$ cat config.mk
export PLATFORM = sky130hd
export DESIGN_NAME = lpc_frame_ctrl
export DESIGN_NICKNAME = d
export VERILOG_FILES = /design/src/rtl/lpc_frame_ctrl.sv
export SDC_FILE = /design/constraint.sdc
export NUM_CORES = 1
export LEC_CHECK = 0
export ABC_AREA = 1
export CORE_MARGIN = 5
export CORE_UTILIZATION = 35
export DETAILED_ROUTE_END_ITERATION = 8
export DONT_BUFFER_PORTS = 1
export PLACE_DENSITY = 0.57
export SLEW_MARGIN = 20
export SYNTH_ARGS = -nofsm -noshare
export SYNTH_HDL_FRONTEND = slang
export SYNTH_SLANG_ARGS = --single-unit
$ cat constraint.sdc
create_clock -name avalon_clk -period 14 [get_ports avalon_clk]
set_input_delay 1.4 -clock avalon_clk [delete_from_list [all_inputs] [get_ports avalon_clk]]
set_output_delay 1.4 -clock avalon_clk [all_outputs]
set_load 0.02 [all_outputs]
$ cat src/rtl/lpc_frame_ctrl.sv
// LPC frame controller: counts input samples into frames, kicks the LDR solver,
// and buffers solved coefficient sets in a 2-entry ping-pong buffer behind an Avalon-MM slave.
module lpc_frame_ctrl #(
  parameter int FRAME_LEN_DEF = 240,
  parameter int TIMEOUT       = 1023
) (
  input  logic         avalon_clk,
  input  logic         rst,
  input  logic         sample_v,
  output logic         frame_start,
  input  logic         ldr_done,
  input  logic [175:0] coef_in,
  input  logic         voiced_in,
  input  logic [15:0]  freq_in,
  input  logic [3:0]   address,
  input  logic         read,
  input  logic         write,
  input  logic [15:0]  writedata,
  output logic [15:0]  readdata,
  output logic         irq
);

  localparam int TMO_W = ($clog2(TIMEOUT + 1) > 10) ? $clog2(TIMEOUT + 1) : 10;
  localparam logic [TMO_W-1:0] TMO_LAST = TMO_W'(TIMEOUT - 1);

  typedef enum logic [1:0] {
    ST_IDLE  = 2'd0,
    ST_COUNT = 2'd1,
    ST_SOLVE = 2'd2,
    ST_STORE = 2'd3
  } state_t;

  state_t             state_r, state_nxt_s;
  logic               enable_r, irq_en_r;
  logic [15:0]        frame_len_r, frame_len_lat_r;
  logic [15:0]        cnt_r, cnt_nxt_s;
  logic [TMO_W-1:0]   tmo_cnt_r, tmo_nxt_s;
  logic [1:0]         frames_avail_r;
  logic               head_r, tail_r;
  logic               overflow_r, timeout_r;
  logic               frame_start_r, irq_r;
  logic [15:0]        readdata_r, rdata_s;

  logic [15:0]        coef_mem_r [2][11];
  logic               voiced_mem_r [2];
  logic [15:0]        freq_mem_r [2];

  logic               cnt_end_s, frame_hit_s, tmo_hit_s;
  logic               latch_len_s, frame_start_nxt_s, timeout_set_s, store_s;
  logic               wr_ctrl_s, wr_len_s, wr_cmd_s, pop_s, store_ok_s, overflow_set_s;
  logic [3:0]         coef_idx_s;

  assign cnt_end_s      = ({1'b0, cnt_r} + 17'd1) >= {1'b0, frame_len_lat_r};
  assign frame_hit_s    = sample_v && cnt_end_s;
  assign tmo_hit_s      = (tmo_cnt_r == TMO_LAST);
  assign wr_ctrl_s      = write && (address == 4'h0);
  assign wr_len_s       = write && (address == 4'h1);
  assign wr_cmd_s       = write && (address == 4'h3);
  assign pop_s          = wr_cmd_s && writedata[0] && (frames_avail_r != 2'd0);
  // A full buffer still accepts a frame when a pop frees the head bank in the same cycle.
  assign store_ok_s     = store_s && !rst && ((frames_avail_r != 2'd2) || pop_s);
  assign overflow_set_s = store_s && (frames_avail_r == 2'd2) && !pop_s;
  assign coef_idx_s     = address - 4'd4;

  // FSM state register
  always_ff @(posedge avalon_clk) begin
    if (rst) begin
      state_r <= ST_IDLE;
    end else begin
      state_r <= state_nxt_s;
    end
  end

  // FSM next-state logic; clearing enable wins in every state
  always_comb begin
    state_nxt_s = state_r;
    case (state_r)
      ST_IDLE: begin
        if (enable_r) state_nxt_s = ST_COUNT;
        else          state_nxt_s = ST_IDLE;
      end
      ST_COUNT: begin
        if (!enable_r)        state_nxt_s = ST_IDLE;
        else if (frame_hit_s) state_nxt_s = ST_SOLVE;
        else                  state_nxt_s = ST_COUNT;
      end
      ST_SOLVE: begin
        if (!enable_r)      state_nxt_s = ST_IDLE;
        else if (ldr_done)  state_nxt_s = ST_STORE;
        else if (tmo_hit_s) state_nxt_s = ST_COUNT;
        else                state_nxt_s = ST_SOLVE;
      end
      ST_STORE: begin
        if (!enable_r) state_nxt_s = ST_IDLE;
        else           state_nxt_s = ST_COUNT;
      end
      default: state_nxt_s = ST_IDLE;
    endcase
  end

  // FSM output decode: counter updates and per-state strobes
  always_comb begin
    cnt_nxt_s         = cnt_r;
    tmo_nxt_s         = {TMO_W{1'b0}};
    latch_len_s       = 1'b0;
    frame_start_nxt_s = 1'b0;
    timeout_set_s     = 1'b0;
    store_s           = 1'b0;
    case (state_r)
      ST_IDLE: begin
        cnt_nxt_s   = 16'd0;
        latch_len_s = enable_r;
      end
      ST_COUNT: begin
        if (!enable_r) begin
          cnt_nxt_s = 16'd0;
        end else if (frame_hit_s) begin
          cnt_nxt_s         = 16'd0;
          latch_len_s       = 1'b1;
          frame_start_nxt_s = 1'b1;
        end else if (sample_v) begin
          cnt_nxt_s = cnt_r + 16'd1;
        end else begin
          cnt_nxt_s = cnt_r;
        end
      end
      ST_SOLVE: begin
        tmo_nxt_s = tmo_cnt_r + {{(TMO_W-1){1'b0}}, 1'b1};
        if (!enable_r) begin
          cnt_nxt_s = 16'd0;
        end else begin
          cnt_nxt_s     = sample_v ? (cnt_r + 16'd1) : cnt_r;
          timeout_set_s = !ldr_done && tmo_hit_s;
        end
      end
      ST_STORE: begin
        store_s = 1'b1;
        if (!enable_r) cnt_nxt_s = 16'd0;
        else           cnt_nxt_s = sample_v ? (cnt_r + 16'd1) : cnt_r;
      end
      default: cnt_nxt_s = 16'd0;
    endcase
  end

  // Register read mux; frame words read as zero while the buffer is empty
  always_comb begin
    rdata_s = 16'h0000;
    case (address)
      4'h0: rdata_s = {14'h0000, irq_en_r, enable_r};
      4'h1: rdata_s = frame_len_r;
      4'h2: rdata_s = {10'h000, state_r, timeout_r, overflow_r, frames_avail_r};
      4'h3: rdata_s = 16'h0000;
      4'hF: begin
        if (frames_avail_r != 2'd0) rdata_s = {voiced_mem_r[head_r], freq_mem_r[head_r][14:0]};
        else                        rdata_s = 16'h0000;
      end
      default: begin
        if (frames_avail_r != 2'd0) rdata_s = coef_mem_r[head_r][coef_idx_s];
        else                        rdata_s = 16'h0000;
      end
    endcase
  end

  // Control/status registers, counters, buffer pointers and registered outputs
  always_ff @(posedge avalon_clk) begin
    if (rst) begin
      enable_r        <= 1'b0;
      irq_en_r        <= 1'b0;
      frame_len_r     <= 16'(FRAME_LEN_DEF);
      frame_len_lat_r <= 16'(FRAME_LEN_DEF);
      cnt_r           <= 16'd0;
      tmo_cnt_r       <= {TMO_W{1'b0}};
      frames_avail_r  <= 2'd0;
      head_r          <= 1'b0;
      tail_r          <= 1'b0;
      overflow_r      <= 1'b0;
      timeout_r       <= 1'b0;
      frame_start_r   <= 1'b0;
      readdata_r      <= 16'h0000;
      irq_r           <= 1'b0;
    end else begin
      if (wr_ctrl_s) begin
        enable_r <= writedata[0];
        irq_en_r <= writedata[1];
      end
      if (wr_len_s) frame_len_r <= (writedata < 16'd16) ? 16'd16 : writedata;
      if (latch_len_s) frame_len_lat_r <= frame_len_r;
      cnt_r         <= cnt_nxt_s;
      tmo_cnt_r     <= tmo_nxt_s;
      frame_start_r <= frame_start_nxt_s;
      if (timeout_set_s)                      timeout_r <= 1'b1;
      else if (wr_cmd_s && writedata[2])      timeout_r <= 1'b0;
      if (overflow_set_s)                     overflow_r <= 1'b1;
      else if (wr_cmd_s && writedata[1])      overflow_r <= 1'b0;
      if (store_ok_s) tail_r <= ~tail_r;
      if (pop_s)      head_r <= ~head_r;
      case ({store_ok_s, pop_s})
        2'b10:   frames_avail_r <= frames_avail_r + 2'd1;
        2'b01:   frames_avail_r <= frames_avail_r - 2'd1;
        default: frames_avail_r <= frames_avail_r;
      endcase
      readdata_r <= read ? rdata_s : 16'h0000;
      irq_r      <= irq_en_r && ((frames_avail_r != 2'd0) || overflow_r || timeout_r);
    end
  end

  // Frame buffer storage; contents are qualified by frames_avail so no reset is needed
  always_ff @(posedge avalon_clk) begin
    if (store_ok_s) begin
      for (int i = 0; i < 11; i++) begin
        coef_mem_r[tail_r][i] <= coef_in[16*i +: 16];
      end
      voiced_mem_r[tail_r] <= voiced_in;
      freq_mem_r[tail_r]   <= freq_in;
    end
  end

  assign frame_start = frame_start_r;
  assign readdata    = readdata_r;
  assign irq         = irq_r;

endmodule

* Word-level counts from Yosys, hierarchy flattened
Memory sizes are Yosys's and may differ from the RTL's. A register that Yosys moved wholly into a read port is not among the register bits.
Cells that the tools add are included.
** Storage, ports and cells
- Memories :: 3
- Input bits :: 219
- Output and inout bits :: 18
- Flip-flop bits (word level) :: 86
- Memory bits (writable) :: 386
- Word-level logic and storage cells :: 114
** Operators by class
- Eq/ne operators :: 12
- Order comparisons :: 3
- Bitwise operators :: 6
- Add/subtract/negate cells :: 6
- Multiplexer cells :: 38
- Reductions and logical operators :: 31
** Memories
- coef_mem_r :: depth 2, bits a word 176, read ports 1, clocked after memory_dff 1, wr ports 1, RTL line 44 : logic [15:0] coef_mem_r [2][11];
- freq_mem_r :: depth 2, bits a word 16, read ports 1, clocked after memory_dff 1, wr ports 1, RTL line 46 : logic [15:0] freq_mem_r [2];
- voiced_mem_r :: depth 2, bits a word 1, read ports 1, clocked after memory_dff 1, wr ports 1, RTL line 45 : logic voiced_mem_r [2];
** Operator list (number)
- $mux W16 :: 9
- $pmux W16 S5 :: 1
- $bmux W16 S4 :: 1
- $pmux W16 S3 :: 1
- $mux W1 :: 18
- $add A16 B1 Y17 const B :: 1
- $ge A17 B16 Y1 :: 1
- $add A16 B1 Y16 const B :: 1
- $lt A16 B5 Y1 const B :: 1
- $logic_and A1 B1 Y1 :: 14
- $add A10 B1 Y10 const B :: 1
- $eq A10 B10 Y1 const B :: 1
- $mux W2 :: 5
- $reduce_or A2 Y1 :: 5
- $eq A2 B2 Y1 const B :: 4
- $eq A4 B2 Y1 const B :: 2
- $reduce_bool A2 Y1 :: 4
- $pmux W2 S3 :: 1
- $ge A5 B5 Y1 const B :: 1
- $not A1 Y1 :: 5
- $not A4 Y5 :: 1
- $eq A2 B1 Y1 const B :: 2
- $eq A4 B1 Y1 const B :: 1
- $eq A4 B4 Y1 const B :: 1
- 10 further kinds :: 14

* Longest topological paths before layout
Gate-level depths: netlist of the first run.
- Word-level depth :: 8
- Mapped depth :: 22
- Depth with buffers taken out :: 21

* Worst setup path after synthesis of the first run
Ideal clock, no wire load.
- Path type :: input-to-reg
- Start :: in address[2]
- End :: mem coef_mem_r[0][0] (netlist name) (enable)
- Library setup time :: 748 ps
- Data arrival time :: 10764 ps
- Stages :: 10
- Path slack :: 2488 ps
- Required time :: 13252 ps
- Buffers on the path :: 2
- Cells stage by stage :: buf_2 > inv_2 > buf_1 > ha_1 > nand2_1 > nor3_2 > nand3_1 > nand3_1 > nand3_1 > nor2_1
** Between the ends
- Longest elaborated chain between the ends :: 8
** RTL lines
- from (decl) :: RTL line 15 : input logic [3:0] address,
- $eq A4 B2 Y1 :: RTL line 58 : assign wr_cmd_s = write && (address == 4'h3);
- $logic_and A1 B1 Y1 :: RTL line 58
- $logic_and A1 B1 Y1 (2 in series) :: RTL line 59 : assign pop_s = wr_cmd_s && writedata[0] && (frames_avail_r != 2'd0);
- $logic_or A1 B1 Y1 :: RTL line 61 : assign store_ok_s = store_s && !rst && ((frames_avail_r != 2'd2) || pop_s);
- $logic_and A1 B1 Y1 :: RTL line 61
- $mux W1 :: RTL line 209 : if (store_ok_s) begin
- $mux W1 (implied by the code) :: RTL line 211 : coef_mem_r[tail_r][i] <= coef_in[16*i +: 16];
- to (decl) :: RTL line 44
No other way between the ends.

* Final worst setup path of the first run
- Start :: in address[2]
- End :: mem coef_mem_r[0][175] (netlist name) (enable)
Same word-level chain as after synthesis.

==> results of run 1 <==
[layout by cell type (no fill, tap or decap), drive strengths merged, types with 2 or more instances in the layout]
cell type / Yosys / routed
a211oi: 2 / 2
a21oi: 215 / 215
a221oi: 4 / 4
buf: 51 / 12
bufinv: 0 / 4
clkbuf: 42 / 67
clkinv: 2 / 17
dfxtp: 87 / 87
diode: 0 / 3
edfxtp: 384 / 384
ha: 27 / 27
inv: 71 / 72
mux2i: 3 / 3
nand2: 459 / 459
nand3: 92 / 92
nand4: 3 / 3
nor2: 136 / 136
nor3: 9 / 9
nor4: 3 / 3
o21a: 2 / 2
o21ai: 146 / 146
o21bai: 2 / 2
o221ai: 16 / 16
xnor2: 2 / 2
xor2: 7 / 7
[cells by family (layout without fill, tap and decap cells)]
group,after synthesis,in the layout,synth area share
xor gates and xnor gates,9,9,0.004068
AOI/OAI and AO/OA,390,390,0.1058
other,0,3,0
buffers and inverters,166,173,0.03655
adders and majority gates,27,27,0.01743
muxes,3,3,0.001550
and+or+nand+nor,703,703,0.1496
DFF,471,471,0.6850
[how the worst max path moves through the flow]
| stage | start | depth (start not counted) | endpoint | slack [ns] |
|---|---|---|---|---|
| global placement | address[2] | 10 | coef_mem_r[1][52] | 8.86 |
| global route | address[2] | 10 | coef_mem_r[1][166] | 9.09 |
| floorplan | address[2] | 10 | coef_mem_r[0][0] | 2.49 |
| detailed placement | address[2] | 10 | coef_mem_r[1][65] | 8.79 |
| finish | address[2] | 10 | coef_mem_r[0][175] | 9.41 |
| CTS | address[2] | 10 | coef_mem_r[1][166] | 9.41 |
[layer usage]
| metal | global-route usage | wire length, microns | vias to the layer above |
|---|---|---|---|
| met4 | 0.04950 | 1348 | 8 |
| met2 | 0.2692 | 24930 | 364 |
| met5 | 0 | 52 | - |
| li1 | - | - | 6112 |
| met3 | 0.06392 | 5134 | 77 |
| met1 | 0.2111 | 21030 | 6080 |
[power by group through the flow]
stage	combinational (uW)	sequential [uW]	clock, uW
6_report	64.4	1520	1290
5_1_grt	72.2	1520	1380
4_1_cts	66.3	1520	1320
3_5_place_dp	65.8	1550	0
3_3_place_gp	65.4	1550	0
2_1_floorplan	46.4	1550	0
[stage by stage]
step / cell area, sq um / std cells / total power [uW] / util / worst slack, ns
3_3_place_gp: 19990 / 2436 / 1611 / 0.3636 / 8.861
4_1_cts: 21590 / 2524 / 2899 / 0.3926 / 9.407
2_1_floorplan: 19380 / 1769 / 1592 / - / 2.488
5_1_grt: 21590 / 2525 / 2966 / 0.3927 / 9.090
6_report: 21600 / 2527 / 2868 / 0.3928 / 9.413
3_5_place_dp: 20000 / 2436 / 1612 / 0.3637 / 8.791
[state kept, by name, indices dropped and copies added, names as in the netlist, 2 cells and up, named ones only]
| register | count |
|---|---|
| tmo_cnt_r | 10 |
| state_r | 2 |
| coef_mem_r | 352 |
| freq_mem_r | 30 |
| frame_len_lat_r | 16 |
| cnt_r | 16 |
| readdata | 16 |
| frame_len_r | 16 |
| frames_avail_r | 2 |
| voiced_mem_r | 2 |
[synth_stat cells (all sizes together)]
cell type | number | share of area
nand2 | 459 | 0.090
mux2i | 3 | 0.0015
o221ai | 16 | 0.0072
o21bai | 2 | 0.00077
a211oi | 2 | 0.00077
nor4 | 3 | 0.00097
nor3 | 9 | 0.0026
o22ai | 1 | 0.00032
nor2 | 136 | 0.030
buf | 51 | 0.014
nand3 | 92 | 0.024
a31o | 1 | 0.00045
ha | 27 | 0.017
clkbuf | 42 | 0.0081
nand4 | 3 | 0.0013
inv | 71 | 0.014
o21ai | 146 | 0.038
edfxtp | 384 | 0.60
and2 | 1 | 0.00045
a21oi | 215 | 0.056
xor2 | 7 | 0.0032
dfxtp | 87 | 0.090
clkinv | 2 | 0.00039
a221oi | 4 | 0.0018
xnor2 | 2 | 0.00090
a21boi | 1 | 0.00039
o21a | 2 | 0.00077
[final cells by class]
| cell class | instances | area share |
|---|---|---|
| Sequential cell | 471 | 0.6148 |
| Inverter | 73 | 0.01292 |
| Clock buffer | 67 | 0.06089 |
| Antenna cell | 3 | 0.0003476 |
| Timing Repair Buffer | 12 | 0.004171 |
| Tap cell | 748 | 0.04334 |
| Clock inverter | 21 | 0.01280 |
| Multi-Input combinational cell | 1132 | 0.2508 |
==> results.yml, run 1 <==
die:
  coreArea_sq_um: 54990
  die_h_microns: 245.3
  die-area_sq_um: 60160
  initial_core_util: 0.3524
  rows: 86
  ios: 237
  die_x_microns: 245.3
pwr:
  p_leak_uw: 0.007517
  power_frac_comb: 0.022
  p_clk_frac: 0.449
  p_sw_uw: 597.6
  irDropWorstVdd_v: 0.0001114
  powerDensity_nw_per_um2: 132.8
  pwr-share-seq: 0.529
  p_sw_frac: 0.2083
  p_int_uw: 2271
setup_path:
  r2r-end: "readdata[9]"
  arrival_ns: 4.78
  r2r_cells: 10
  start_kind: "input port"
  crit_family: "buffers and inverters"
  setup.worst_path.end_class: "register"
  path_cells: "inv_2 > ha_1 > nand2_1 > nor3_2 > nand3_1 > nand3_1 > nand3_1 > nor2_4 > buf_4 > buf_4"
  critPathMaxStageDelay_ns: 0.90
  critPathRequiredTime_ns: 14.19
  path_class: "in -> reg"
  rrSetupSlack_ns: 10.35
  critPathSlowestCell: "buf_4"
  critPathMostFrequentCell: "nand3_1"
  critPathBufInv: 3
  cp_max_fo: 74
synth:
  syn_area_sq_um: 19380
  synth_seq_cells: 471
  syn_inst: 1769
  syn-num-nets: 2015
  yosysWarnings: 0
  yosys.cell_types.count: 39
  ys_seq_area_frac: 0.6850
  syn_avg_cell_area_sq_um: 10.95
sta:
  maxSlewHeadroom: 0.2825
  final_max_slew_viol_count: 0
  period_minus_slack_ns: 4.587
  final_hold_viol_count: 0
  fmax_mhz: 218.0
  fin_hold_ws_ns: 0.4488
  finalSetupViolCount: 0
  period_share: 0.3277
  finalClockSkew_ns: 0.05642
  rsz0062_at_grt: "false"
  finalSetupTns_ns: 0
  tightestPinTransition_ns: 1.075
route:
  dr_total_vias: 12641
  wl_per_cell_microns: 20.77
  drtIter0Drc: 1097
  ant_nets: 0
  dr.pass1.iters: 7
  vias_per_cell: 5.002
  finalWirelength_mm: 52.50
  route.detailed.drc: 0
hold_path:
  hold_path_depth: 1
  min_from: "head_r"
  hold_class: "reg -> reg"
clocking:
  cts_hold_buf: 0
  clk_latency_ns: 0.62
  cts_max_level: 2
  cts_resized: 0
  cts_sinks: 471
  post-cts-setup-buffer-count: 0
  clockBufferDepth: 3
  cts_tree: "done"
  clkSlewWorstSetupHoldPaths_ns: 0.06
  cts_made_buffers: 50
  root_buffer: "clkbuf_16"
global_routing:
  grt_usage: 0.1673
  antenna_found_initial: 6
  grt_pass1_wl_mm: 76.11
  grt_max_degree: 116
  first_global_vias: 11999
  grt-ovfl-total: 0
placement:
  port_buffers: 0
  place.gp.congestion: 0.8241
  dp_hpwl_mm: 34.40
run:
  cap_violations: 0
finish:
  multi_input_area_sq_um: 5415
  syn_to_final_growth_pct: 11.46
  layout-drive-gt1-share: 0.06306
  register_area_sq_um: 13280
  final_nets: 1986
  fill_cells: 5234
outcome:
  status: "finished, final reports clean"
Note: power is estimated with default switching activity, not from simulation.
==> run 2, diff against run 1 <==
==> constraint.sdc (replaced) <==
create_clock -name avalon_clk -period 4.7 [get_ports avalon_clk]
set_input_delay 0.47 -clock avalon_clk [delete_from_list [all_inputs] [get_ports avalon_clk]]
set_output_delay 0.47 -clock avalon_clk [all_outputs]
set_load 0.02 [all_outputs]
==> results.yml, run 2 (synthesized netlist as in run 1, its figures left out) <==
global_routing:
  grt_pass1_wl_mm: 80.90
  first_global_vias: 13394
  antenna_found_initial: 3
  grt_max_degree: 193
  grt-ovfl-total: 0
  grt_usage: 0.1742
route:
  dr.pass1.iters: 7
  finalWirelength_mm: 54.05
  wl_per_cell_microns: 19.72
  route.detailed.drc: 0
  drtIter0Drc: 992
  ant_nets: 0
  dr_total_vias: 13680
  vias_per_cell: 4.993
setup_path:
  critPathMostFrequentCell: "nand2_1"
  crit_path_start: "cnt_r[0]"
  setup.worst_path.end_class: "register"
  start_kind: "register"
  cp_max_fo: 31
  r2r_start: "cnt_r[0]"
  path_cells: "nand3_1 > nor2_2 > nand2_1 > nor2_2 > nand2_1 > o21ai_0 > nand2_1 > ha_1 > nand2_1 > inv_1 > nand2_1 > nor3_1 > and2_4 > nand2_2 > nand2_2 > nand3_2 > nand2_1 > nand2_1 > nand3_1"
  path_class: "reg -> reg"
  critPathSlowestCell: "nand3_2"
  critPathRequiredTime_ns: 5.19
  arrival_ns: 3.88
  critPathMaxStageDelay_ns: 0.47
die:
  rows: 86
  die-area_sq_um: 60160
  initial_core_util: 0.3524
  die_h_microns: 245.3
  ios: 237
  die_x_microns: 245.3
  coreArea_sq_um: 54990
finish:
  fin_util: 0.4347
  syn_to_final_growth_pct: 23.37
  largest_register: "coef_mem_r"
  layout-drive-gt1-share: 0.06429
  final_area_sq_um: 23900
  reg_top3: "coef_mem_r x352, freq_mem_r x30"
  layout_common_cells: "nand2_1, edfxtp_1, a21oi_1, dlygate4sd3_1, nor2_1"
  final_nets: 2194
  final_common_cell: "nand2_1"
  largest_reg_flops: 352
  fin_cells: 2740
clocking:
  cts_resized: 0
  clkSlewWorstSetupHoldPaths_ns: 0.06
  cts_hold_buf: 203
  root_buffer: "clkbuf_16"
  cts_sinks: 471
  post-cts-setup-buffer-count: 0
  cts_max_level: 2
  cts_tree: "done"
  clockBufferDepth: 3
  clk_latency_ns: 0.60
  cts_made_buffers: 51
pwr:
  powerDensity_nw_per_um2: 371.7
  irDropWorstVdd_v: 0.0003673
  p_clk_frac: 0.450
  total_power_uw: 8885
  pwr-share-seq: 0.508
  p_int_uw: 7016
  p_sw_frac: 0.2104
  p_sw_uw: 1869
  p_leak_uw: 0.008458
  power_frac_comb: 0.042
sta:
  fmax_mhz: 295.1
  maxSlewHeadroom: 0.2762
  final_max_slew_viol_count: 0
  finalSetupViolCount: 0
  tightestPinTransition_ns: 1.085
  final_hold_viol_count: 0
  period_minus_slack_ns: 3.388
  fin_hold_ws_ns: 0.05784
  period_share: 0.7209
  finalClockSkew_ns: 0.02489
  rsz0062_at_grt: "false"
placement:
  dp.cells: 2440
  port_buffers: 0
  place.gp.congestion: 0.8040
  dp_hpwl_mm: 35.00
  place_area_sq_um: 20190
outcome:
  status: "finished, final reports clean"
hold_path:
  hold_class: "in -> reg"
  min_from: "writedata[5]"
run:
  cap_violations: 0
run 2: changes by cell type in the layout (fill, tap and decap cells not counted), sizes merged, moves of 4 or more:
cell,delta
clkinvlp,+4
dlygate4sd3,+203
clkinv,+8
buf,+4
clkbuf,-7
run 2: power groups by stage:
stage	Combinational [uW]	Clock, uW	Sequential (uW)
3_3_place_gp	202	0	4600
4_1_cts	377	4110	4510
2_1_floorplan	143	0	4600
6_report	374	4000	4510
5_1_grt	404	4270	4510
3_5_place_dp	204	0	4600
run 2: worst paths after layout:
path	to	slack, ns	cells after the start
worst max-delay path	frame_len_lat_r[5]	1.31	19
worst min-delay path	frame_len_r[5]	0.06	2
worst max register to register	frame_len_lat_r[5]	1.31	19
worst min register to register	register	0.45	1
run 2: worst max-delay path, delay by kind of cell (launching register included):
family                     cells  cell delay [ns]
buffers and inverters          1             0.06
and+or+nand+nor               16             2.38
adders and majority gates      1             0.31
DFF                            1             0.41
AOI/OAI and AO/OA              1             0.15
run 2: per-layer routing:
metal	wire, microns	GRT usage	vias up
met1	23260	0.2350	6619
met5	27	0	-
met3	3273	0.03223	82
met2	26070	0.2888	430
li1	-	-	6545
met4	1418	0.05165	4
run 2: final cells by class:
cell class,instances,area (sq um)
diodes,1,2.502
clock buffers,60,1310
clock inverters,36,367.9
fillers,5047,31080
inverters,73,286.5
multi-input cells,1132,5448
flip-flops and latches,471,13280
well taps,748,935.9
repair buffers,219,2277
run 2: through the flow:
| step | setup TNS [ns] | setup slack, ns |
|---|---|---|
| final | 0 | 1.312 |
| after global routing | 0 | 0.7830 |
| after CTS | 0 | 1.280 |
| after detailed placement | 0 | 1.325 |
| after global placement | 0 | 1.423 |
| after floorplan | -47.12 | -0.1320 |
==> run 3, diff against run 2 <==
==> constraint.sdc (replaced) <==
create_clock -name avalon_clk -period 3.3 [get_ports avalon_clk]
set_input_delay 0.33 -clock avalon_clk [delete_from_list [all_inputs] [get_ports avalon_clk]]
set_output_delay 0.33 -clock avalon_clk [all_outputs]
set_load 0.02 [all_outputs]
==> results.yml, run 3 (synthesized netlist as in run 1, its figures left out) <==
outcome:
  status: "finished, final reports clean"
setup_path:
  r2r-end: "frame_len_lat_r[7]"
  path_class: "reg -> reg"
  start_kind: "register"
  cp_max_fo: 31
  r2r_start: "cnt_r[0]"
  r2r_cells: 20
  arrival_ns: 3.36
  rrSetupSlack_ns: 0.41
  critPathRequiredTime_ns: 3.77
  setup.worst_path.end_class: "register"
finish:
  layout_common_cells: "nand2_1, edfxtp_1, a21oi_1, dlygate4sd3_1, nor2_1"
  final_common_cell: "nand2_1"
  syn_to_final_growth_pct: 25.57
  multi_input_area_sq_um: 5455
  layout-drive-gt1-share: 0.07528
  fill_cells: 5041
  fin_cells: 2775
  reg_top3: "coef_mem_r x352, freq_mem_r x30"
  largest_register: "coef_mem_r"
  final_nets: 2227
  largest_reg_flops: 352
  register_area_sq_um: 13280
global_routing:
  grt_max_degree: 69
  grt-ovfl-total: 0
  grt_usage: 0.1808
  first_global_vias: 13939
  antenna_found_initial: 9
  grt_pass1_wl_mm: 83.83
sta:
  tightestPinTransition_ns: 0.9218
  final_hold_viol_count: 0
  finalSetupViolCount: 0
  period_minus_slack_ns: 2.891
  period_share: 0.8760
  fmax_mhz: 345.9
  finalClockSkew_ns: 0.03359
  finalSetupTns_ns: 0
  maxSlewHeadroom: 0.3840
  final_max_slew_viol_count: 0
  rsz0062_at_grt: "false"
pwr:
  powerDensity_nw_per_um2: 531.8
  irDropWorstVdd_v: 0.0005261
  p_leak_uw: 0.008680
  total_power_uw: 12940
hold_path:
  hold_class: "in -> reg"
  hold_path_depth: 3
  min_from: "writedata[0]"
clocking:
  cts_tree: "done"
  cts_made_buffers: 51
  clkSlewWorstSetupHoldPaths_ns: 0.06
  post-cts-setup-buffer-count: 0
  root_buffer: "clkbuf_16"
  cts_max_level: 2
  clockBufferDepth: 3
  cts_sinks: 471
  clk_latency_ns: 0.60
route:
  finalWirelength_mm: 55.49
  wl_per_cell_microns: 20.00
  dr.pass1.iters: 5
  drtIter0Drc: 946
  route.detailed.drc: 0
  vias_per_cell: 4.978
  dr_wl_met2_mm: 27.31
  met3_length_mm: 3.554
  dr_total_vias: 13814
  m1WireLength_mm: 23.23
  top_layer_used: "met5"
  ant_nets: 0
placement:
  dp.cells: 2463
  place.gp.congestion: 0.7983
  port_buffers: 0
  dp_hpwl_mm: 36.75
die:
  coreArea_sq_um: 54990
  ios: 237
  rows: 86
  die_x_microns: 245.3
  initial_core_util: 0.3524
  die-area_sq_um: 60160
  die_h_microns: 245.3
run:
  cap_violations: 0
[run 3: cell types whose count changed in the layout (fill, tap and decap cells not counted), moves of 2 or more]
cell / before / now
buf_4: 6 / 24
dlygate4sd3_1: 203 / 213
clkinv_1: 18 / 11
diode_2: 1 / 8
buf_12: 10 / 15
bufinv_16: 6 / 9
nor2_2: 11 / 8
clkinv_2: 4 / 6
clkinvlp_4: 4 / 2
nor2_4: 9 / 11
[run 3: critical path, stage by stage, from the launching register on]
cell and delay, ns:
dfxtp_1 0.40, ha_1 0.21, nand2_1 0.11, nor2_4 0.14, nand3_1 0.13, nor2_1 0.15, xor2_1 0.21, ha_1 0.26
nand2_1 0.06, inv_1 0.05, nand2_1 0.10, nor2_1 0.06, nand3_1 0.06, nand3_1 0.07, nor2_1 0.11, nand2_2 0.08
nand3_2 0.09, buf_12 0.18, nand2_1 0.11, nand2_1 0.12, nand3_1 0.06
[run 3: how the worst max path moves through the flow]
stage          startpoint            endpoint
3_3_place_gp     cnt_r[0]  frame_len_lat_r[7]
5_1_grt          cnt_r[0]  frame_len_lat_r[7]
3_5_place_dp     cnt_r[0]  frame_len_lat_r[7]
2_1_floorplan  address[2]    coef_mem_r[1][0]
4_1_cts          cnt_r[0]  frame_len_lat_r[7]
6_report         cnt_r[0]  frame_len_lat_r[7]
[run 3: routing by layer]
| layer | vias to the layer above | global-route usage |
|---|---|---|
| met4 | 6 | 0.05017 |
| met3 | 77 | 0.03659 |
| met2 | 398 | 0.3069 |
| met5 | - | 0 |
| li1 | 6613 | - |
| met1 | 6720 | 0.2369 |
[run 3: power breakdown]
part	internal [uW]	switching [uW]	total, uW
sequential	6420	7.34	6430
combinational	257	296	553
clock	3560	2400	5960
total	10200	2700	12900
[run 3: metrics by stage]
| stage | worst slack (ns) | cell area, sq um | util | hold WS (ns) |
|---|---|---|---|---|
| 2_1_floorplan | -1.392 | 19450 | - | 0.4068 |
| 3_3_place_gp | 0.3406 | 20410 | 0.3712 | 0.4047 |
| 3_5_place_dp | 0.2358 | 20410 | 0.3712 | 0.4042 |
| 4_1_cts | 0.2117 | 24290 | 0.4417 | 0.03409 |
| 5_1_grt | 0.02455 | 24320 | 0.4423 | 0.07239 |
| 6_report | 0.4092 | 24330 | 0.4425 | 0.07078 |
[run 3: final cells by class]
| type | count | area share |
|---|---|---|
| Sequential cell | 471 | 0.5457 |
| Multi-Input combinational cell | 1132 | 0.2242 |
| Timing Repair Buffer | 252 | 0.1074 |
| Clock buffer | 60 | 0.05384 |
| Tap cell | 748 | 0.03847 |
| Clock inverter | 31 | 0.01779 |
| Inverter | 73 | 0.01178 |
| Antenna cell | 8 | 0.0008228 |
[run 3: what timing repair did]
action | CTS | global route
endpoints found under the setup margin | 0 | 15
gates resized for setup | 0 | 6
endpoints found under the hold margin | 422 | 0
hold buffers | 213 | 0
